**src/rtl/fu_div_pkg.sv**
```systemverilog
// Shared definitions for the fu_div iterative divider: op codes, FSM states, timing limits.
package fu_div_pkg;

  localparam logic [1:0] DIV_OP_DIV  = 2'b00;
  localparam logic [1:0] DIV_OP_DIVU = 2'b01;
  localparam logic [1:0] DIV_OP_REM  = 2'b10;
  localparam logic [1:0] DIV_OP_REMU = 2'b11;

  typedef enum logic [2:0] {
    IDLE = 3'd0,
    ITER = 3'd1,
    FIX  = 3'd2,
    WAIT = 3'd3,
    DONE = 3'd4
  } div_state_e;

  localparam int DIV_ITER_EDGES  = 16;
  localparam int DIV_MIN_LATENCY = 18;
  localparam int DIV_MAX_LATENCY = 31;

  function automatic logic [31:0] abs32(input logic [31:0] v, input logic neg);
    return neg ? 32'(-v) : v;
  endfunction

endpackage

```
**src/rtl/div_step.sv**
```systemverilog
// One combinational restoring shift-subtract step. quo_i holds the remaining dividend bits
// in its upper part; each step shifts one out of the MSB and shifts the quotient bit into the LSB.
module div_step (
  input  logic [32:0] rem_i,
  input  logic [31:0] quo_i,
  input  logic [31:0] den_i,
  output logic [32:0] rem_o,
  output logic [31:0] quo_o
);

  logic [33:0] shifted;
  logic [32:0] diff;
  logic        ge;

  always_comb begin
    shifted = {rem_i, quo_i[31]};
    ge      = (shifted >= {2'b00, den_i});
    // Only used when ge, where the true difference is below den and fits in 33 bits.
    diff    = shifted[32:0] - {1'b0, den_i};
    rem_o   = ge ? diff : shifted[32:0];
    quo_o   = {quo_i[30:0], ge};
  end

endmodule

```
**src/rtl/fu_div.sv**
```systemverilog
// Fixed-latency RV32M divider (DIV/DIVU/REM/REMU), two restoring steps per clock.
// Optional divide-by-zero flag output enabled by defining FU_DIV_DZ_FLAG_EN.
module fu_div
  import fu_div_pkg::*;
#(
  parameter int LATENCY = 24
) (
  input  logic        clk,
  input  logic        rst,
  input  logic        EN,
  input  logic [1:0]  op,
  input  logic [31:0] num,
  input  logic [31:0] den,
  output logic [31:0] res,
  output logic        finish,
  output logic        busy,
`ifdef FU_DIV_DZ_FLAG_EN
  output logic        dz,
`endif
  output div_state_e  dbg_state_o
);

  if (LATENCY < DIV_MIN_LATENCY || LATENCY > DIV_MAX_LATENCY) begin : g_bad_latency
    $error("fu_div: LATENCY must be within 18..31");
  end

  // Handshake: EN is a single-cycle issue pulse sampled only in IDLE or DONE (ignored
  // otherwise, no backpressure); finish is a one-cycle strobe marking res (and dz) valid.
  div_state_e  state_q;
  logic [4:0]  cnt_q;
  logic        sel_rem_q;
  logic        sn_q;
  logic        sd_q;
  logic [31:0] den_q;
  logic [32:0] rem_q;
  logic [31:0] quo_q;
  logic [31:0] res_q;
  logic        finish_q;
  logic        busy_q;
`ifdef FU_DIV_DZ_FLAG_EN
  logic        dz_q;
`endif

  logic [32:0] rem_mid, rem_d;
  logic [31:0] quo_mid, quo_d;
  logic        den_zero;
  logic [31:0] q_fix, r_fix;

  div_step u_step0 (
    .rem_i (rem_q),
    .quo_i (quo_q),
    .den_i (den_q),
    .rem_o (rem_mid),
    .quo_o (quo_mid)
  );

  div_step u_step1 (
    .rem_i (rem_mid),
    .quo_i (quo_mid),
    .den_i (den_q),
    .rem_o (rem_d),
    .quo_o (quo_d)
  );

  // Divide-by-zero keeps the all-ones quotient unsigned; remainder sign fixup yields raw num.
  always_comb begin
    den_zero = (den_q == 32'd0);
    q_fix    = den_zero ? 32'hFFFF_FFFF : abs32(quo_q, sn_q ^ sd_q);
    r_fix    = abs32(rem_q[31:0], sn_q);
  end

  always_ff @(posedge clk or posedge rst) begin
    if (rst) begin
      state_q   <= IDLE;
      cnt_q     <= '0;
      sel_rem_q <= 1'b0;
      sn_q      <= 1'b0;
      sd_q      <= 1'b0;
      den_q     <= '0;
      rem_q     <= '0;
      quo_q     <= '0;
      res_q     <= '0;
      finish_q  <= 1'b0;
      busy_q    <= 1'b0;
`ifdef FU_DIV_DZ_FLAG_EN
      dz_q      <= 1'b0;
`endif
    end else begin
      case (state_q)
        IDLE, DONE: begin
          finish_q <= 1'b0;
          if (EN) begin
            sel_rem_q <= op[1];
            sn_q      <= ~op[0] & num[31];
            sd_q      <= ~op[0] & den[31];
            quo_q     <= abs32(num, ~op[0] & num[31]);
            den_q     <= abs32(den, ~op[0] & den[31]);
            rem_q     <= '0;
            cnt_q     <= 5'd1;
            busy_q    <= 1'b1;
`ifdef FU_DIV_DZ_FLAG_EN
            dz_q      <= 1'b0;
`endif
            state_q   <= ITER;
          end
        end
        ITER: begin
          cnt_q <= cnt_q + 5'd1;
          rem_q <= rem_d;
          quo_q <= quo_d;
          if (cnt_q == 5'(DIV_ITER_EDGES)) state_q <= FIX;
        end
        FIX: begin
          cnt_q   <= cnt_q + 5'd1;
          res_q   <= sel_rem_q ? r_fix : q_fix;
`ifdef FU_DIV_DZ_FLAG_EN
          dz_q    <= den_zero;
`endif
          state_q <= WAIT;
        end
        WAIT: begin
          cnt_q <= cnt_q + 5'd1;
          if (cnt_q == 5'(LATENCY)) begin
            finish_q <= 1'b1;
            busy_q   <= 1'b0;
            state_q  <= DONE;
          end
        end
        default: state_q <= IDLE;
      endcase
    end
  end

  assign res         = res_q;
  assign finish      = finish_q;
  assign busy        = busy_q;
  assign dbg_state_o = state_q;
`ifdef FU_DIV_DZ_FLAG_EN
  assign dz          = dz_q;
`endif

endmodule

```
**config.mk**
```make
export PLATFORM = sky130hd
export DESIGN_NAME = fu_div
export DESIGN_NICKNAME = d
export VERILOG_FILES = /design/src/rtl/fu_div_pkg.sv /design/src/rtl/div_step.sv /design/src/rtl/fu_div.sv
export SDC_FILE = /design/constraint.sdc
export NUM_CORES = 1
export LEC_CHECK = 0
export BUFFER_PORTS_ARGS = -buffer_cell sky130_fd_sc_hd__buf_2
export CORE_ASPECT_RATIO = 1.4
export CORE_MARGIN = 1
export CORE_UTILIZATION = 55
export DETAILED_ROUTE_END_ITERATION = 16
export MAX_ROUTING_LAYER = met4
export PLACE_DENSITY = 0.71
export SYNTH_ARGS = -nofsm -noshare
export SYNTH_HDL_FRONTEND = slang
export SYNTH_SLANG_ARGS = --single-unit
```
**constraint.sdc**
```tcl
create_clock -name clk -period 7.7 [get_ports clk]
set_input_delay 1.155 -clock clk [delete_from_list [all_inputs] [get_ports clk]]
set_output_delay 1.155 -clock clk [all_outputs]
set_load 0.01 [all_outputs]
```
======== Yosys cells after proc, flatten, opt, wreduce, memory -nomap -nowiden ========
Cells that the tools add are included.
storage, ports and cells
  output and inout port bits .............. 37
  ROM bits ................................ 0
  input port bits ......................... 69
  register bits ........................... 142
  memory bits (writable) .................. 0
  logic and storage cells ................. 69
  memories ................................ 0
  latch bits .............................. 0
operators by class
  muxes and demuxes ....................... 23
  bitwise operators ....................... 4
  div/mod/pow operators ................... 0
  multipliers ............................. 0
  add/sub/neg operators ................... 7
  order comparisons ....................... 2
  shift-type cells ........................ 0
  reductions and logical operators ........ 13
  eq/ne operators ......................... 9
operators with widths
  kind                                                                   count
  32-bit 2-to-1 mux                                                      7
  32-bit negator                                                         4
  33-bit 2-to-1 mux                                                      3
  34-bit by 32-bit >= comparator with 1-bit output                       2
  33-bit case mux with 2 select lines                                    1
  33-bit by 32-bit subtractor with 33-bit output                         2
  32-bit case mux with 2 select lines                                    1
  32-bit logical NOT                                                     1
  3-bit case mux with 4 select lines                                     1
  5-bit equality test, second input constant                             2
  5-bit case mux with 2 select lines                                     1
  3-bit 2-to-1 mux                                                       3
  2-bit AND reduction                                                    4
  3-bit by 2-bit equality test with 1-bit output, second input constant  2
  2-bit inequality test, second input constant                           3
  3-bit AND reduction                                                    2
  2-bit nonzero test                                                     3
  5-bit by 1-bit adder with 5-bit output, second input constant          1
  5-bit 2-to-1 mux                                                       1
  1-bit case mux with 2 select lines                                     2
  3-bit by 1-bit equality test with 1-bit output, second input constant  1
  3-bit equality test, second input constant                             1
  3-bit logical NOT                                                      1
  1-bit 2-to-1 mux                                                       3
  other kinds (5)                                                        6

======== Logic depth before layout (Yosys ltp) ========
Gate-level depths: netlist of run 1.
  word-level depth ........................ 5
  mapped depth ............................ 24
  mapped depth without buffers ............ 22

======== By module ========
From an unflattened synthesis of run 1, not the netlist that was laid out.
second synthesis, totals
  cells, all modules ...................... 1725
  area total of the unflattened synthesis .. 13306.5 um^2
modules (own cells, without submodules)
  module    area an instance (um^2)  seq. area each (um^2)  cells an instance  times used
  fu_div    8444.3                   3553.4                 969                1
  div_step  2431.1                   0.0                    378                2

======== Worst setup path after synthesis of run 1 ========
Ideal clock, no wire load.
  path kind ............................... reg2reg
  start ................................... reg quo_q[31]
  end ..................................... reg rem_q[30]
  slack ................................... 1.984 ns
  buffers on the path ..................... 3
  period minus slack after synthesis ...... 5.716 ns
  data arrival time ....................... 5.596 ns
  stages on the path, launching flop included .. 24
  library setup time ...................... 0.120 ns
  required time ........................... 7.580 ns
  cells stage by stage .................... dfrtp_1 -> inv_1 -> ha_1 -> inv_1 -> fa_1 -> a211o_1 -> a2111oi_2 -> or4_1 -> a31oi_1 -> or3_1 -> buf_4 -> buf_2 -> a21oi_1 -> ha_1 -> clkbuf_1 -> o21ai_0 -> o21bai_1 -> or3_1 -> a41o_1 -> a221o_1 -> a21oi_1 -> nand3_1 -> a41o_1 -> a31o_2
between the ends
  longest elaborated chain between the ends .. 5
  elaborated cells on any way between the ends .. 7
  those cells by class .................... add/sub (2); order compare (2); mux (3)
RTL lines
  what                                                                                                                       line                            RTL
  start, declared                                                                                                            fu_div.sv:36                    logic [31:0] quo_q;
  start signal, assigned                                                                                                     fu_div.sv:96                    quo_q <= abs32(num, ~op[0] & num[31]);
  start signal, assigned                                                                                                     fu_div.sv:110                   quo_q <= quo_d;
  33-bit by 32-bit subtractor with 33-bit output / 34-bit by 32-bit >= comparator with 1-bit output (equally long branches)  div_step.sv:19, div_step.sv:17
  33-bit 2-to-1 mux *                                                                                                        div_step.sv:20                  rem_o = ge ? diff : shifted[32:0];
  33-bit by 32-bit subtractor with 33-bit output / 34-bit by 32-bit >= comparator with 1-bit output (equally long branches)  div_step.sv:19, div_step.sv:17
  33-bit 2-to-1 mux *                                                                                                        div_step.sv:20
  33-bit case mux with 2 select lines *                                                                                      fu_div.sv:89                    case (state_q)
  end signal, assigned                                                                                                       fu_div.sv:109                   rem_q <= rem_d;
  end, declared                                                                                                              fu_div.sv:35                    logic [32:0] rem_q;
Every way passes the cells marked *; elsewhere a longest branch is shown, timed or not.
A chain may end at the register's enable or synchronous reset.

======== Worst setup path after layout of run 1 ========
  start ................................... reg quo_q[31]
  end ..................................... reg rem_q[4]
Same word-level chain as after synthesis.

==> impl.org, run 1 <==
** Outcome
- Run status :: finished, final reports clean

** Finish
- Relative to the synthesized area, the layout overhead comes to 9.51%.
- For this run, the number of standard cells in the final layout without fillers is around 2000.
- Share of post-route cells with drive strength above 1 :: 0.116
- For this run, the share of the core covered by cells in the final layout is 0.616.
- In the final design database the tool counted roughly 1800 nets.
- The finished cells cover approximately 14000 sq um.

** Detailed routing
- Remaining design rule violation count :: 0
- DRT antenna net count :: 0
- DR WL/cell :: 19.8 um
- Via density :: between 6 and 7
- Number of detailed-route iterations in the first pass :: 6
- For this block, the routed nets add up to about 39000 um of wire.
- In this run, the number of DRC markers left after iteration 0 of detailed routing was ~1100.
- Count of vias placed by the detailed router :: between 10000 and 15000

** Synthesis
- After synthesis, the share of flip-flops with an asynchronous set or reset is 1.00.
- Synthesis produced a netlist whose cell count is 1580.
- Syn nets :: 1721
- Post-synth cell types :: 79
- The most used flip-flop cell after synthesis is sky130_fd_sc_hd__dfrtp_1.
- The cell area that synthesis handed to floorplanning was 12700 sq um.
- In this run, synthesis inferred 0 flip-flops with an integrated enable.
- Average cell area after synthesis :: roughly 8.0 sq um
- For this run, the register share of the synthesized area comes to 0.280.
- The synthesized design contains 142 register bits.
- Number of warnings reported in the yosys synthesis log :: 0

** Clocking
- Buffers added to address setup during post-CTS repair amount to 0.
- Quantity of gates resized following cts :: 0
- Buffers inserted to repair hold after CTS numbered 0.
- Clock slew at the register clock pins of the worst setup and hold paths :: 0.07 ns
- Source-to-sink clock delay at the later pin of the worst-skew pair :: about 0.45 ns
- Clock Root Buffer :: sky130_fd_sc_hd__clkbuf_16
- # clock sinks :: 142
- The number of clock buffers added by TritonCTS is 17.
- The H-tree was split into 4 levels.
- Longest Clk Path Bufs :: 2
- TritonCTS built the clock tree.

** Global routing
- The first global-routing pass estimated 61500 um of wire.
- Across every metal layer, demand over resource in global routing totals 0.344.
- The number of antenna violations at the first check in global routing came to 1.
- Total overflow reported by the global router :: 0
- Entering global routing, the biggest net connects 101 pins.
- Number of global-route vias before repair :: ~12000

** Placement
- Port buffering added approximately 110 buffers.
- After detailed placement, the design holds a cell count of roughly 1900.
- The congestion estimate from routability-driven global placement came to 1.04.
- Sum of net half-perimeters after detailed placement :: 29500 um
- After detailed placement, the total cell area comes to 13400 sq um.

** Worst setup path
- The worst setup path is launched from a register.
- Number of cells traversed by the worst register-to-register path :: 19
- Setup Crit Path Kind :: reg2reg
- STA classifies the critical path endpoint as a register.
- Along the worst path, the maximum fanout reaches 20.
- Data arrival time of the worst path :: ~7.5 ns
- Worst R2R Setup Slack :: 0.49 ns
- For the worst setup path, the data required time is approximately 8 ns.

** STA
- Setup repair after global routing missed its margin :: false
- Final setup viols :: 0
- Number of hold-slack violations in the final timing report :: 0
- Setup total negative slack on the finished layout was measured at 0 ns.
- Worst clock skew :: between 0.01 and 0.015 ns
- In the finished design, the share of the clock period the worst path needs comes to 0.936.
- Derived from the worst setup path, the maximum achievable clock frequency is ~140 MHz.
- Worst slew margin relative to its limit :: 0.273
- Subtracting the final worst setup slack from the clock period gives between 7 and 8 ns.
- At the pin with the least slew margin, the transition time is between 1 and 1.5 ns.
- The final number of max-transition violations is 0.

** Hold path
- The tightest min-delay check is of the reg2reg type.
- Counting instances, the worst hold path has a depth of 1.

** Die
- The region available for standard cell placement spans around 23000 sq um.
- For this design the top-level I/O count stands at around 110.
- From left edge to right edge, the die measures approximately 130 um.
- Overall die area :: 23700 sq um
- Row generation in the floorplan step produced 65 rows.
- Initial standard-cell utilization of the core :: 0.562
- The die is between 150 and 200 um tall.

** Flow run
- Across the run, the number of max-cap violations was 0.
critical path: stages (launching register included):
cell,delay [ns]
sky130_fd_sc_hd__dfrtp_1,0.43
sky130_fd_sc_hd__inv_1,0.08
sky130_fd_sc_hd__ha_1,0.15
sky130_fd_sc_hd__inv_1,0.05
sky130_fd_sc_hd__fa_1,0.41
sky130_fd_sc_hd__a211o_1,0.34
sky130_fd_sc_hd__a2111oi_2,0.59
sky130_fd_sc_hd__or4_1,0.28
sky130_fd_sc_hd__a31oi_1,0.16
sky130_fd_sc_hd__or3_1,0.70
sky130_fd_sc_hd__mux2_2,0.40
sky130_fd_sc_hd__ha_1,0.34
sky130_fd_sc_hd__nor2b_1,0.16
sky130_fd_sc_hd__o31ai_1,0.30
sky130_fd_sc_hd__a21oi_1,0.24
sky130_fd_sc_hd__a221oi_1,0.59
sky130_fd_sc_hd__a21oi_1,0.36
sky130_fd_sc_hd__a21o_1,0.52
sky130_fd_sc_hd__o21ai_1,0.73
sky130_fd_sc_hd__o211ai_1,0.21
worst paths after layout:
path	start	endpoint
worst max-delay path	quo_q[31]	rem_q[4]
worst min-delay path	res[10]	res[10]
worst max register to register	quo_q[31]	rem_q[4]
worst min register to register	res[10]	res[10]
max in group asynchronous	rst	cnt_q[2]
min in group asynchronous	rst	res[7]
state kept, by name, summed over array words and instances (netlist names):
signal       cells
quo_q           32
busy             1
res             32
sn_q             1
finish           1
den_q           32
sd_q             1
cnt_q            5
sel_rem_q        1
rem_q           33
dbg_state_o      3
layer usage:
metal,part of all wire,track usage,vias up
met5,0,-,-
met4,0.048,0.167,0
met3,0.064,0.0548,117
met2,0.48,0.559,561
met1,0.41,0.412,5895
li1,-,-,5961
layout make-up:
cell class | instances | area, sq um
Sequential cell | 142 | 3550
Timing Repair Buffer | 121 | 646
Fill cell | 2086 | 8690
Antenna cell | 1 | 2.50
Tap cell | 301 | 377
Multi-Input combinational cell | 1288 | 8540
Inverter | 67 | 256
Clock buffer | 20 | 457
Clock inverter | 11 | 83.8
cell usage after synthesis, drive strengths merged, types with 16 or more instances:
| cell | n | share of area |
|---|---|---|
| a21o | 47 | 0.028 |
| nor3 | 48 | 0.020 |
| buf | 23 | 0.013 |
| nand4 | 25 | 0.012 |
| a221oi | 31 | 0.021 |
| nor2 | 105 | 0.031 |
| ha | 70 | 0.069 |
| o31ai | 41 | 0.024 |
| a22oi | 30 | 0.018 |
| nand3 | 21 | 0.0087 |
| o211ai | 16 | 0.0095 |
| o21ai | 133 | 0.052 |
| xor2 | 93 | 0.064 |
| nor4 | 27 | 0.014 |
| xnor2 | 81 | 0.056 |
| clkbuf | 60 | 0.018 |
| nand2 | 171 | 0.051 |
| dfrtp | 142 | 0.28 |
| a21oi | 128 | 0.050 |
| inv | 67 | 0.020 |
cell usage in the layout, fill, tap and decap left out, types with 12 or more instances in the layout:
cell,instances
sky130_fd_sc_hd__a22oi_1,30
sky130_fd_sc_hd__xnor2_1,80
sky130_fd_sc_hd__inv_1,66
sky130_fd_sc_hd__nand2_1,169
sky130_fd_sc_hd__o21ai_0,131
sky130_fd_sc_hd__nand3_1,20
sky130_fd_sc_hd__nor4_1,26
sky130_fd_sc_hd__a211oi_1,14
sky130_fd_sc_hd__ha_1,70
sky130_fd_sc_hd__nand4_1,25
sky130_fd_sc_hd__xor2_1,93
sky130_fd_sc_hd__nor2_1,104
sky130_fd_sc_hd__clkbuf_16,17
sky130_fd_sc_hd__buf_4,16
sky130_fd_sc_hd__buf_2,105
sky130_fd_sc_hd__or3_1,14
sky130_fd_sc_hd__and3_1,13
sky130_fd_sc_hd__a221oi_1,31
sky130_fd_sc_hd__o31ai_1,41
sky130_fd_sc_hd__nor3_1,46
sky130_fd_sc_hd__o41ai_1,12
sky130_fd_sc_hd__o211ai_1,16
sky130_fd_sc_hd__a31oi_1,13
sky130_fd_sc_hd__dfrtp_1,142
sky130_fd_sc_hd__a21o_1,47
sky130_fd_sc_hd__o21a_1,13
sky130_fd_sc_hd__a21oi_1,127
cell families after synthesis:
| family | share of synthesized area |
|---|---|
| AO/OA/AOI/OAI | 0.282 |
| flip-flops | 0.280 |
| buffers and inverters | 0.0503 |
| adder cells (fa/ha/maj) | 0.0721 |
| multiplexers | 0.00955 |
| XOR/XNOR | 0.120 |
| AND/OR/NAND/NOR | 0.186 |
through the flow:
stage / setup slack, ns / hold WS [ns]
after floorplan: 1.98 / 0.461
after global placement: 0.803 / 0.456
after detailed placement: 0.712 / 0.462
after CTS: 0.697 / 0.477
after global routing: 0.309 / 0.495
final: 0.494 / 0.474
Power of run 1 is left out: the tool's default activity adds up to more than one toggle a clock period on the data nets, which glitch-free logic cannot reach.
==> inputs of run 2 (changes only) <==
--- a/config.mk
+++ b/config.mk
@@ -5,13 +5,14 @@
 export SDC_FILE = /design/constraint.sdc
 export NUM_CORES = 1
 export LEC_CHECK = 0
-export BUFFER_PORTS_ARGS = -buffer_cell sky130_fd_sc_hd__buf_2
 export CORE_ASPECT_RATIO = 1.4
 export CORE_MARGIN = 1
 export CORE_UTILIZATION = 55
 export DETAILED_ROUTE_END_ITERATION = 16
+export DONT_BUFFER_PORTS = 1
 export MAX_ROUTING_LAYER = met4
-export PLACE_DENSITY = 0.71
+export PLACE_DENSITY = 0.7
+export SKIP_LAST_GASP = 1
 export SYNTH_ARGS = -nofsm -noshare
 export SYNTH_HDL_FRONTEND = slang
 export SYNTH_SLANG_ARGS = --single-unit
==> run 2 against run 1 <==
  * Global-route usage up 0.58 points
  * Die area unchanged
  * Critical path depth down 1
  * Core utilization down 2.1 points
  * Maximum frequency up 6.3%
  * Via count down 3.5%
  * Critical endpoint is now rem_q[31]
  * Worst hold slack better by 0.031 ns
  * Cell area down 3.5%
  * Critical path type unchanged
  * First-iteration DRC count down 2.9%
  * Sequential share of layout area up 0.91 points
  * Highest routed layer unchanged
==> impl.org, run 2 (synthesis results as in run 1) <==
** STA
- The actual transition at the worst max-transition pin was 1.11 ns (+0.0224 ns).
- Setup repair after global routing missed its margin :: false
- The total negative slack is 0 ns (unchanged).
- The count of final hold-check violations is 0 (unchanged).
- Count of final max-slew check failures :: 0 (unchanged)
- The highest attainable clock frequency came to 147 MHz (+6.3%).
- Final setup viols :: 0 (unchanged)
- The normalized max-slew margin is 0.255 (-0.0186).
- The minimum clock period came to 6.78 ns (-0.426 ns).
- The clock skew after layout is 0.00808 ns (-0.00213 ns).
- The fraction of the cycle the final worst path needs was 0.881 (-0.0553).

** Finish
- Reg area :: 3550 sq um (unchanged)
- Antenna Cells :: 0 (-1)
- The library cells used most frequently in the layout, excluding fill and tap cells, are sky130_fd_sc_hd__nand2_1 (169), sky130_fd_sc_hd__dfrtp_1 (142), sky130_fd_sc_hd__o21ai_0 (131), sky130_fd_sc_hd__a21oi_1 (126), sky130_fd_sc_hd__nor2_1 (104).
- Net count, final :: 1673 (-5.9%)
- Most frequent standard cell in the layout excluding fill and tap cells :: sky130_fd_sc_hd__nand2_1
- Flip-flop count of the largest register, all copies and words added :: 33 (unchanged)
- Relative to the synthesized area, the layout overhead comes to 5.73%.
- Register name with the most flops :: rem_q
- The fraction of layout instances using a drive strength above 1 was 0.0563 (-0.0595).
- Multi-input gate area :: 8550 sq um (about the same)
- The fill cell instance count of the final layout was 2089 (+0.14%).

** Flow run
- The number of violations of the max-capacitance limit was 0 (unchanged).

** Detailed routing
- The number of nets with antenna violations after detailed routing was 0 (unchanged).
- The vias after detailed routing came to 12100 (-3.5%).
- The average routed wire per standard cell came to 21.5 um (+8.6%).
- The count of unresolved DRC violations after routing is 0 (unchanged).
- The total routed wirelength was 39600 um (+2.8%).
- The number of DRC violations after detailed-routing iteration 0 was 1082 (-2.9%).
- The number of vias per cell after detailed routing came to 6.55 (+2.0%).
- The number of detailed-routing iterations run before antenna repair is 5 (-1).

** Hold path
- The path class of the tightest hold or removal check is reg2reg.

** Die
- Vertical die dimension :: 182 um (unchanged)
- The count of pins on the block boundary came to 106 (unchanged).
- Width of the die :: 130 um (unchanged)
- Overall die area :: 23700 sq um (unchanged)
- The placeable core region was 22600 sq um (unchanged).
- Site row count :: 65 (unchanged)
- The initial core utilization was 0.562 (unchanged).

** Worst setup path
- Setup Crit Path Kind :: reg2reg
- Worst flop-to-flop path startpoint :: rem_q[12]
- STA classifies the critical path startpoint as a register.
- The data arrival time of the critical path is 7.07 ns (-0.42 ns).
- The endpoint identified for the worst register-to-register timing path is rem_q[31].
- Worst EP required :: 7.99 ns (about the same)
- Worst setup path startpoint :: rem_q[12]
- Maximum fanout count along the critical path :: 20 (unchanged)
- Following the worst setup path forward leads to its endpoint at rem_q[31].
- The worst reg-to-reg path cell count came to 18 (-1).
- Worst R2R Setup Slack :: 0.92 ns (+0.43 ns)
- Capturing element type of the critical path :: register

** Global routing
- Total overflow reported by the global router :: 0 (unchanged)
- Antenna violations before repair :: 0 (-1)
- The number of global-route vias before repair is 11400 (-3.7%).
- GRT Overall Usage :: 0.350 (+0.00578)
- The global-route wire length before repair came to 61400 um (-0.30%).
- The maximum number of pins on one net before global-route repair came to 100 (-0.99%).

** Clocking
- TritonCTS Buffers :: 17 (unchanged)
- Number of hold buffers added after CTS :: 0 (unchanged)
- The post-cts sizing count came to 0 (unchanged).
- The clock sink count was 142 (unchanged).
- The maximum number of buffers from clock root to sink is 2 (unchanged).
- H-tree lvl count :: 4 (unchanged)
- Post-CTS setup-driven buffer insertion count :: 0 (unchanged)
- The post-CTS clock slew at the launch and capture registers of the worst setup and hold paths is 0.06 ns (about the same).
- In this run the clock root is driven by a sky130_fd_sc_hd__clkbuf_16.
- TritonCTS clock tree :: done
- The source-to-sink clock delay at the later pin of the worst-skew pair is 0.44 ns (about the same).

** Placement
- The count of buffers inserted at the top-level ports came to 0 (-100%).
- The estimated wirelength of the detail-placed design was 30600 um (+3.7%).
- The final weighted congestion in routability-driven placement came to 1.02 (-1.8%).

** Outcome
- The flow ran to the end, and the final reports show no timing, DRC or antenna violations.
[run 2: metal layers]
metal  wire length, um  global-route usage
met4              1260               0.123
met3              2380              0.0519
met2             20000               0.601
met5                 0                   -
met1             16000               0.411
[run 2: worst max-delay path, cell delays in order (launching register included)]
cell and delay [ns]:
sky130_fd_sc_hd__dfrtp_1 0.36, sky130_fd_sc_hd__buf_4 0.17, sky130_fd_sc_hd__ha_1 0.44, sky130_fd_sc_hd__nand4_1 0.30
sky130_fd_sc_hd__or4_1 0.61, sky130_fd_sc_hd__or4_1 0.41, sky130_fd_sc_hd__o211ai_1 0.16, sky130_fd_sc_hd__or3_1 0.48
sky130_fd_sc_hd__buf_4 0.33, sky130_fd_sc_hd__mux2_2 0.39, sky130_fd_sc_hd__ha_1 0.34, sky130_fd_sc_hd__and4_1 0.21
sky130_fd_sc_hd__nand3_1 0.14, sky130_fd_sc_hd__nor2_1 0.07, sky130_fd_sc_hd__a221oi_1 0.55, sky130_fd_sc_hd__a21oi_1 0.34
sky130_fd_sc_hd__a21o_1 0.50, sky130_fd_sc_hd__o21ai_1 0.63, sky130_fd_sc_hd__o211ai_1 0.19
[run 2: final cells by class]
cell class / count / area share
clock inverters: 12 / 0.0102
multi-input cells: 1288 / 0.636
inverters: 67 / 0.0191
clock buffers: 20 / 0.0332
well taps: 301 / 0.0280
flip-flops and latches: 142 / 0.264
repair buffers: 16 / 0.00894
[run 2: through the flow]
stage	std cells	hold slack, ns	utilization	setup WS (ns)	area, sq um
4_1_cts	1846	0.513	0.594	0.957	13400
6_report	1846	0.505	0.594	0.919	13400
2_1_floorplan	1580	0.461	-	1.98	12700
5_1_grt	1846	0.545	0.594	0.508	13400
3_5_place_dp	1814	0.500	0.569	0.983	12900
3_3_place_gp	1814	0.487	0.569	1.13	12900
[run 2: worst min path at each step]
stage                         start        end  depth (start not counted)
final                     den_q[16]  den_q[16]                          2
after CTS                 den_q[16]  den_q[16]                          2
after detailed placement  den_q[16]  den_q[16]                          2
after floorplan           rem_q[32]  rem_q[32]                          1
after global placement    den_q[13]  den_q[13]                          2
after global routing      den_q[13]  den_q[13]                          2
Power of run 2 is left out for the same reason.
